## config.mk

```make
export PLATFORM = sky130hd
export DESIGN_NAME = axi4lite_reg_slave
export DESIGN_NICKNAME = d
export VERILOG_FILES = /design/src/rtl/axi4lite_pkg.sv /design/src/rtl/axi4lite_reg_slave.sv
export SDC_FILE = /design/constraint.sdc
export NUM_CORES = 2
export LEC_CHECK = 0
export ABC_AREA = 1
export CORE_AREA = 10 10 489 491
export CTS_CLUSTER_DIAMETER = 100
export DETAILED_ROUTE_END_ITERATION = 7
export DIE_AREA = 0 0 499 501
export SLEW_MARGIN = 15
export SYNTH_ARGS = -nofsm -noshare
export SYNTH_HDL_FRONTEND = slang
export SYNTH_SLANG_ARGS = --single-unit
```

## constraint.sdc

```tcl
create_clock -name clk -period 3 [get_ports clk]
set_clock_uncertainty 0.15 [all_clocks]
set_input_delay 0.6 -clock clk [delete_from_list [all_inputs] [get_ports clk]]
set_output_delay 0.6 -clock clk [all_outputs]
set_load 0.02 [all_outputs]
```

## src/rtl/axi4lite_pkg.sv

```systemverilog
// Shared AXI4-Lite definitions: response codes, channel FSM states and the
// byte-strobe merge used when committing a write beat into a register.
package axi4lite_pkg;

   localparam logic [1:0] RESP_OKAY   = 2'b00;
   localparam logic [1:0] RESP_SLVERR = 2'b10;

   typedef enum logic [1:0] {
      W_IDLE,
      W_NEED_DATA,
      W_NEED_ADDR,
      W_RESP
   } wr_state_t;

   typedef enum logic {
      R_IDLE,
      R_RESP
   } rd_state_t;

   // Width-independent strobe merge: callers loop over byte lanes.
   function automatic logic [7:0] strb_merge(input logic [7:0] cur,
                                             input logic [7:0] upd,
                                             input logic       en);
      return en ? upd : cur;
   endfunction

endpackage

```

## src/rtl/axi4lite_reg_slave.sv

```systemverilog
// AXI4-Lite register-file responder: num_regs data-width registers, byte
// strobes, range-checked decode, independent write and read channel FSMs.
module axi4lite_reg_slave
   import axi4lite_pkg::*;
#(
   parameter int axi4_addr_size = 32,
   parameter int axi4_data_size = 64,
   parameter int num_regs       = 16
) (
   input  logic                               clk,
   input  logic                               rst,

   output logic                               s_axi4lite_aw_ready,
   input  logic                               s_axi4lite_aw_valid,
   input  logic [axi4_addr_size-1:0]          s_axi4lite_aw_addr,
   input  logic [2:0]                         s_axi4lite_aw_prot,

   output logic                               s_axi4lite_w_ready,
   input  logic                               s_axi4lite_w_valid,
   input  logic [axi4_data_size-1:0]          s_axi4lite_w_data,
   input  logic [(axi4_data_size>>3)-1:0]     s_axi4lite_w_strb,

   input  logic                               s_axi4lite_b_ready,
   output logic                               s_axi4lite_b_valid,
   output logic [1:0]                         s_axi4lite_b_resp,

   output logic                               s_axi4lite_ar_ready,
   input  logic                               s_axi4lite_ar_valid,
   input  logic [axi4_addr_size-1:0]          s_axi4lite_ar_addr,
   input  logic [2:0]                         s_axi4lite_ar_prot,

   input  logic                               s_axi4lite_r_ready,
   output logic                               s_axi4lite_r_valid,
   output logic [axi4_data_size-1:0]          s_axi4lite_r_data,
   output logic [1:0]                         s_axi4lite_r_resp,

   output logic [num_regs*axi4_data_size-1:0] regs_out,
   output logic [num_regs-1:0]                reg_wr_pulse
);

   localparam int STRB_W = axi4_data_size >> 3;
   localparam int OFF_W  = $clog2(STRB_W);
   localparam int IDX_W  = $clog2(num_regs);
   localparam int DEC_W  = OFF_W + IDX_W;

   logic [num_regs-1:0][axi4_data_size-1:0] regs;

   assign regs_out = regs;

   // prot carries no meaning for a plain register file
   logic unused_prot;
   assign unused_prot = ^{s_axi4lite_aw_prot, s_axi4lite_ar_prot};

   // ---------------------------------------------------------------- write
   wr_state_t                   w_state, w_next;
   logic [axi4_addr_size-1:0]   w_addr_q;
   logic [axi4_data_size-1:0]   w_data_q;
   logic [STRB_W-1:0]           w_strb_q;

   logic                        aw_hs, w_hs, commit;
   logic [axi4_addr_size-1:0]   cm_addr;
   logic [axi4_data_size-1:0]   cm_data;
   logic [STRB_W-1:0]           cm_strb;
   logic [IDX_W-1:0]            cm_idx;
   logic                        cm_in_range;

   always_comb begin
      w_next              = w_state;
      s_axi4lite_aw_ready = 1'b0;
      s_axi4lite_w_ready  = 1'b0;
      s_axi4lite_b_valid  = 1'b0;
      commit              = 1'b0;
      cm_addr             = w_addr_q;
      cm_data             = w_data_q;
      cm_strb             = w_strb_q;
      aw_hs               = 1'b0;
      w_hs                = 1'b0;
      case (w_state)
         W_IDLE: begin
            s_axi4lite_aw_ready = ~rst;
            s_axi4lite_w_ready  = ~rst;
            aw_hs = s_axi4lite_aw_valid & ~rst;
            w_hs  = s_axi4lite_w_valid & ~rst;
            if (aw_hs && w_hs) begin
               commit  = 1'b1;
               cm_addr = s_axi4lite_aw_addr;
               cm_data = s_axi4lite_w_data;
               cm_strb = s_axi4lite_w_strb;
               w_next  = W_RESP;
            end else if (aw_hs) begin
               w_next = W_NEED_DATA;
            end else if (w_hs) begin
               w_next = W_NEED_ADDR;
            end
         end
         W_NEED_DATA: begin
            s_axi4lite_w_ready = ~rst;
            w_hs = s_axi4lite_w_valid & ~rst;
            if (w_hs) begin
               commit  = 1'b1;
               cm_data = s_axi4lite_w_data;
               cm_strb = s_axi4lite_w_strb;
               w_next  = W_RESP;
            end
         end
         W_NEED_ADDR: begin
            s_axi4lite_aw_ready = ~rst;
            aw_hs = s_axi4lite_aw_valid & ~rst;
            if (aw_hs) begin
               commit  = 1'b1;
               cm_addr = s_axi4lite_aw_addr;
               w_next  = W_RESP;
            end
         end
         W_RESP: begin
            s_axi4lite_b_valid = ~rst;
            if (s_axi4lite_b_ready) w_next = W_IDLE;
         end
         default: w_next = W_IDLE;
      endcase
   end

   assign cm_idx      = cm_addr[OFF_W +: IDX_W];
   assign cm_in_range = (cm_addr >> DEC_W) == '0;

   always_ff @(posedge clk) begin
      if (rst) begin
         w_state           <= W_IDLE;
         w_addr_q          <= '0;
         w_data_q          <= '0;
         w_strb_q          <= '0;
         regs              <= '0;
         reg_wr_pulse      <= '0;
         s_axi4lite_b_resp <= RESP_OKAY;
      end else begin
         w_state      <= w_next;
         reg_wr_pulse <= '0;
         if (aw_hs) w_addr_q <= s_axi4lite_aw_addr;
         if (w_hs) begin
            w_data_q <= s_axi4lite_w_data;
            w_strb_q <= s_axi4lite_w_strb;
         end
         if (commit) begin
            s_axi4lite_b_resp <= cm_in_range ? RESP_OKAY : RESP_SLVERR;
            if (cm_in_range) begin
               // an all-zero strobe still counts as a committed write
               reg_wr_pulse[cm_idx] <= 1'b1;
               for (int k = 0; k < STRB_W; k++)
                  regs[cm_idx][k*8 +: 8] <= strb_merge(regs[cm_idx][k*8 +: 8],
                                                       cm_data[k*8 +: 8],
                                                       cm_strb[k]);
            end
         end
      end
   end

   // ----------------------------------------------------------------- read
   rd_state_t        r_state, r_next;
   logic             ar_hs;
   logic [IDX_W-1:0] ar_idx;
   logic             ar_in_range;

   always_comb begin
      r_next              = r_state;
      s_axi4lite_ar_ready = 1'b0;
      s_axi4lite_r_valid  = 1'b0;
      ar_hs               = 1'b0;
      case (r_state)
         R_IDLE: begin
            s_axi4lite_ar_ready = ~rst;
            ar_hs = s_axi4lite_ar_valid & ~rst;
            if (ar_hs) r_next = R_RESP;
         end
         R_RESP: begin
            s_axi4lite_r_valid = ~rst;
            if (s_axi4lite_r_ready) r_next = R_IDLE;
         end
         default: r_next = R_IDLE;
      endcase
   end

   assign ar_idx      = s_axi4lite_ar_addr[OFF_W +: IDX_W];
   assign ar_in_range = (s_axi4lite_ar_addr >> DEC_W) == '0;

   // regs sampled before any same-edge commit lands, so a colliding read
   // returns the pre-write value
   always_ff @(posedge clk) begin
      if (rst) begin
         r_state           <= R_IDLE;
         s_axi4lite_r_data <= '0;
         s_axi4lite_r_resp <= RESP_OKAY;
      end else begin
         r_state <= r_next;
         if (ar_hs) begin
            s_axi4lite_r_data <= ar_in_range ? regs[ar_idx] : '0;
            s_axi4lite_r_resp <= ar_in_range ? RESP_OKAY : RESP_SLVERR;
         end
      end
   end

endmodule

```

==> Word-level counts from Yosys, hierarchy flattened <==
Cells that the tools add are included.
{ "classes": {"n_lt_le_gt_ge": 3, "eq_ne": 7, "n_mux": 72, "bitwise": 7, "n_reduce_logical": 10} }
{ "op_table": {"columns": ["cell", "count"], "rows": [
  ["1024-bit bitwise mux", 8],
  ["64-bit demux with 4-bit select", 8],
  ["64-bit binary-select mux with 4-bit select", 2],
  ["64-bit two-way mux", 6],
  ["64-bit case mux with 2 select lines", 1],
  ["32-bit two-way mux", 3],
  ["8-bit two-way mux", 11],
  ["32-bit zero test", 2],
  ["32-bit case mux with 2 select lines", 1],
  ["56-bit two-way mux", 1],
  ["48-bit two-way mux", 1],
  ["40-bit two-way mux", 1],
  ["24-bit two-way mux", 1],
  ["16-bit two-way mux", 1],
  ["2-bit two-way mux", 8],
  ["8-bit case mux with 2 select lines", 1],
  ["1-bit two-way mux", 14],
  ["4-bit by 5-bit < comparator with 1-bit output (second input constant)", 2],
  ["2-bit case mux with 4 select lines", 1],
  ["2-bit != test (second input constant)", 3],
  ["1-bit demux with 4-bit select", 1],
  ["2-bit equality test (second input constant)", 2],
  ["4-bit by 1-bit greater-or-equal comparator with 1-bit output (second input constant)", 1],
  ["4-bit != test (second input constant)", 1],
  ["other kinds (11)", 18]
]} }
{ "totals": {"ff_bits": 1215, "inputBits": 149, "output_inout_bits": 1113, "elab_cells": 124} }

==> Longest topological paths before layout <==
{ "logic_depth": {"word_depth": 17, "ltp_mapped": 21, "mapped_depth_nobuf": 18} }

==> Worst setup path after synthesis <==
OpenSTA, ideal clock, no wires.
{ "synth_timing": {"path_type": "input-to-reg", "startpoint": "input port rst", "endpoint": "register regs, in the netlist regs_out[127]", "setup_time_ns": 0.109, "t_arrival_ns": 2.562, "t_required_ns": 2.741, "path_slack_ns": 0.179, "path_stages": 14, "path_buffers": 4, "cell_sequence": "buf_4 > inv_4 > nand2_1 > inv_1 > nor2_1 > a211oi_2 > clkbuf_1 > clkbuf_1 > o21ai_0 > nand2_1 > clkbuf_1 > nand3_1 > nand2_1 > inv_1"} }
{ "synth_between": {"elab_chain_cells": 14, "elab_cells_between_ends": 42, "cone_classes": "order compare (2); mux (33); bitwise (3); reduce/logical (4)"} }
{ "synth_lines": {"columns": ["element", "line_no", "source"], "rows": [
  ["start: declaration", "axi4lite_reg_slave.sv:11", "input logic rst,"],
  ["1-bit NOT", null, null],
  ["1-bit AND, on equally long branches", null, null],
  ["1-bit logical AND", "axi4lite_reg_slave.sv:84", "if (aw_hs && w_hs) begin"],
  ["32-bit two-way mux", "axi4lite_reg_slave.sv:84", null],
  ["32-bit case mux with 2 select lines", "axi4lite_reg_slave.sv:78", "case (w_state)"],
  ["64-bit demux with 4-bit select", "axi4lite_reg_slave.sv:149", "regs[cm_idx][k*8 +: 8] <= strb_merge(regs[cm_idx][k*8 +: 8],"],
  ["1024-bit bitwise mux (8 in series)", "axi4lite_reg_slave.sv:149", null],
  ["end signal: indexed assignment", "axi4lite_reg_slave.sv:149", null],
  ["end: declaration", "axi4lite_reg_slave.sv:46", "logic [num_regs-1:0][axi4_data_size-1:0] regs;"]
]} }
Parallel ways exist; a longest one is shown, timed or not. The select of a mux whose other input is x is not followed.
A chain may end at the register's enable or synchronous reset.

==> Final worst setup path <==
{ "layout_timing": {"startpoint": "register w_state[1]", "endpoint": "register regs, in the netlist regs_out[219]"} }
{ "layout_between": {"elab_chain_cells": 11, "elab_cells_between_ends": 32, "cone_classes": "order compare (2); eq/ne (2); mux (24); reduce/logical (4)"} }
{ "layout_lines": {"columns": ["element", "line_no", "source"], "rows": [
  ["start: declaration", "axi4lite_reg_slave.sv:55", "wr_state_t w_state, w_next;"],
  ["start signal: assignment", "axi4lite_reg_slave.sv:136", "w_state <= w_next;"],
  ["2-bit equality test or 2-bit zero test (tied branches)", "axi4lite_reg_slave.sv:78", null],
  ["32-bit case mux with 2 select lines", "axi4lite_reg_slave.sv:78", null],
  ["4-bit by 5-bit < comparator with 1-bit output (not written as such) (tied with other cells)", "axi4lite_reg_slave.sv:149", null],
  ["1-bit logical AND (not written as such) or 1024-bit bitwise mux (tied branches)", "axi4lite_reg_slave.sv:149", null],
  ["32-bit two-way mux (not written as such) or 1024-bit bitwise mux (tied branches)", "axi4lite_reg_slave.sv:149", null],
  ["64-bit demux with 4-bit select or 1024-bit bitwise mux (tied branches)", "axi4lite_reg_slave.sv:149", null],
  ["1024-bit bitwise mux (5 in series)", "axi4lite_reg_slave.sv:149", null]
]} }
Parallel ways exist; a longest one is shown, timed or not. The select of a mux whose other input is x is not followed.

==> results.py <==
metrics = {
    "setup_path": {
        "r2r_cells": 20,
        "cpMostUsedCell": "nand2_1",
        "criticalPathCategory": "flop to flop",
        "worstSetupStartpoint": "w_state[1]",
        "critPathArrivalTime_ns": 3.68,
        "endpoint": "regs_out[219]",
        "slowest_delay_ns": 0.38,
        "cp-end-kind": "flop",
        "rr_endpoint": "regs_out[219]",
        "start_kind": "flop",
        "r2r_setup_slack_ns": -0.15,
        "critPathRequiredTime_ns": 3.53,
        "cp_cell_sequence": "inv_4 > ha_4 > nor2_4 > nor2_4 > nand2_2 > buf_6 > nand2_8 > buf_6 > buf_12 > buf_16 > buf_4 > nand3_1 > nand2_1 > nand2_1 > nand2_2 > nand2_1 > nand3_2 > o21bai_4 > clkbuf_16 > a21oi_1",
        "worstPathMaxFanout": 16,
        "reg2reg_from": "w_state[1]",
        "critPathSlowestCell": "dfxtp_4",
    },
    "logic_synthesis": {
        "ys.warnings.count": 0,
        "synthArstFlopShare_pct": 0,
        "synth_common_cells": "2454 x nand2_1, 1440 x a21oi_1, 1329 x o21ai_0",
        "ys_seq_area_share_pct": 37.8,
        "synth_edf_count": 0,
        "yosysMostFrequentCell": "nand2_1",
        "syn_area_um2": 64100,
        "netlist_instances": 9769,
        "synth_top_cell_by_area": "dfxtp_1",
        "synth.avg_cell_area_um2": 6.56,
        "synth_cell_type_count": 40,
        "synth_area_leaders": "dfxtp_1 38%, nand2_1 14%, a21oi_1 11%",
        "ys.flop_type": "dfxtp_1",
        "synth_top_area_share_pct": 37.8,
        "ys_seq_elements": 1210,
    },
    "clocking": {
        "cts_tree": "built",
        "clk_path_buf_depth": 3,
        "htreeDepth": 4,
        "cts_buffers": 148,
        "hold_buffers": 0,
        "cts_root_buf": "clkbuf_16",
        "clkLatencyLatePin_ns": 0.82,
        "cts_sinks": 1210,
        "cts.clk_slew.worst_paths_ns": 0.06,
    },
    "min_path": {
        "hold_class": "input pin to flop",
    },
    "power": {
        "totalPowerFinal_mw": 56.4,
        "power.leakage_nw": 39.1,
        "p_per_area_nw_per_um2": 582,
        "ir_worst_vdd_mv": 0.553,
    },
    "die": {
        "core_area_um2": 229000,
        "die_w_um": 499,
        "initial_utilization_pct": 28.0,
        "die_area_um2": 250000,
        "row_count": 176,
        "io_pins": 1262,
        "die_h_um": 501,
    },
    "drt": {
        "first_pass_iters": 7,
        "totalWireLength_mm": 433,
        "drt_iter0_drc": 11400,
        "drt-wirelength-per-cell_um": 30.1,
        "drc": 0,
        "routed_via_density": 5.58,
        "vias": 80400,
        "ant_nets": 0,
    },
    "timing": {
        "setup_viol": 650,
        "period_minus_slack_ns": 3.15,
        "whs_ns": 0.0992,
        "fmax_mhz": 317,
        "hold_viol_final": 0,
        "fin_crit_sh_pct": 105,
        "worst_slack_ns": -0.151,
        "tns_ns": -29.52,
        "drv_slew": 0,
        "tightestPinTransition_ns": 1.12,
        "relSlewSlack_pct": 25.1,
        "rsz0062_at_grt": "yes",
    },
    "finish": {
        "fill_cells": 23300,
        "layout-drive-gt1-share_pct": 14.5,
        "fin_area_um2": 96900,
        "fin_nets": 11400,
        "multi_input_area_um2": 34600,
        "stdcell_count": 14400,
        "final_util_pct": 42.3,
        "seq_area_um2": 24200,
        "syn2layout_area_growth_pct": 51.2,
    },
    "run_status": {
        "status": "finished, violations left",
        "violations": "setup timing",
    },
    "place": {
        "place_congestion": 0.970,
        "pre_cts_slack_ns": -1.65,
        "placed_cells_incl_taps": 13900,
        "post-dp-hpwl_mm": 305,
        "dpl_cell_area_um2": 86000,
        "port_buffers": 1247,
    },
    "global_routing": {
        "met1_usage_pct": 39.1,
        "grt_pass1_wl_mm": 577,
        "grt.met3_usage_pct": 11.0,
        "grt_use_total_pct": 31.6,
        "grt_max_degree": 229,
        "use_met2_pct": 47.5,
        "grt_pass1_vias": 70600,
        "grt-ovfl-total": 0,
        "antenna_found_initial": 39,
        "top_usage_layer": "met2",
    },
    "flow_run": {
        "drv_cap": 0,
    },
}
-- final cells by class --
class	count	share of cell area (%)
clock inverter	65	1.19
timing repair inverter	1	0.0116
tap	3026	3.91
multi-input combinational	6937	35.7
clock buffer	201	4.32
timing repair buffer	2242	27.0
sequential	1210	25.0
antenna	29	0.0749
inverter	699	2.80
-- cell usage in the layout, fill, tap and decap left out, types with 5 or more instances in the layout --
cell / n
mux2_2: 34
buf_8: 12
clkbuf_16: 190
bufbuf_16: 7
o21ai_1: 207
nand4_1: 63
o211ai_1: 173
nor4_1: 12
clkbuf_8: 24
a21oi_2: 45
inv_4: 9
mux2i_1: 80
clkbuf_1: 27
o31ai_1: 75
clkinv_2: 20
bufinv_16: 25
buf_4: 508
nor2_4: 34
diode_2: 29
nand2_4: 14
inv_1: 671
clkdlybuf4s50_1: 1222
dfxtp_1: 1208
buf_12: 301
nor2_1: 170
nand3_2: 22
nand2_1: 2327
buf_16: 61
o21ai_2: 7
o21bai_4: 33
nand2_2: 117
o21bai_2: 24
o21ai_0: 1298
a21oi_1: 1393
buf_6: 89
inv_2: 12
nor2_2: 5
nand3_1: 767
-- state kept, by name (all words and copies together) (netlist names) --
name	flops
r_state	1
w_state	2
regs_out	1024
reg_wr_pulse	16
w_data_q	64
s_axi4lite_r_data	64
w_strb_q	8
s_axi4lite_b_resp	1
s_axi4lite_r_resp	1
w_addr_q	29
-- worst min path at each step --
stage / from / to / slack (ns) / cells after the start
6_report: rst / s_axi4lite_b_resp[1] / 0.1 / 5
5_1_grt: rst / s_axi4lite_b_resp[1] / 0.08 / 5
4_1_cts: rst / s_axi4lite_b_resp[1] / 0.02 / 5
3_5_place_dp: w_addr_q[18] / w_addr_q[18] / 0.30 / 2
3_3_place_gp: w_addr_q[17] / w_addr_q[17] / 0.29 / 2
2_1_floorplan: w_addr_q[16] / w_addr_q[16] / 0.28 / 2
-- report_power, final --
group	internal [mW]	switching [mW]	total [mW]
logic	7.58	12.0	19.6
clock network	12.0	8.07	20.1
registers	16.5	0.257	16.7
-- repair_timing --
item / CTS / global route
pin swaps: 53 / 60
endpoints found under the setup margin: 1027 / 1031
buffers inserted: 85 / 37
gates cloned: 49 / 39
resized for setup: 302 / 260
-- metal layers --
metal	share of wire, %	routed length [µm]	up-vias
li1	-	-	35800
met1	37	162000	38000
met2	42	183000	5567
met3	13	56800	1019
met4	7.2	31300	16
met5	0.029	125	-
-- cells by family (layout without fill, tap and decap cells) --
family | count (synthesis) | after routing | share of synthesized area, %
AOI/OAI and AO/OA | 3271 | 3271 | 27.2
adders and majority gates | 6 | 6 | 0.117
buffers and inverters | 1623 | 3208 | 10.4
DFF | 1210 | 1210 | 37.8
muxes | 114 | 114 | 1.85
other | 1 | 31 | 0.00585
and+or+nand+nor | 3544 | 3544 | 22.7
-- critical path: cells and delay by family, from the launching register on --
kind            cells  cell delay, ns
simple gates       10            0.87
buf+inv             7            1.08
flops               1            0.38
fa+ha+maj           1            0.16
compound gates      2            0.34
Note: power is estimated with default switching activity, not from simulation.
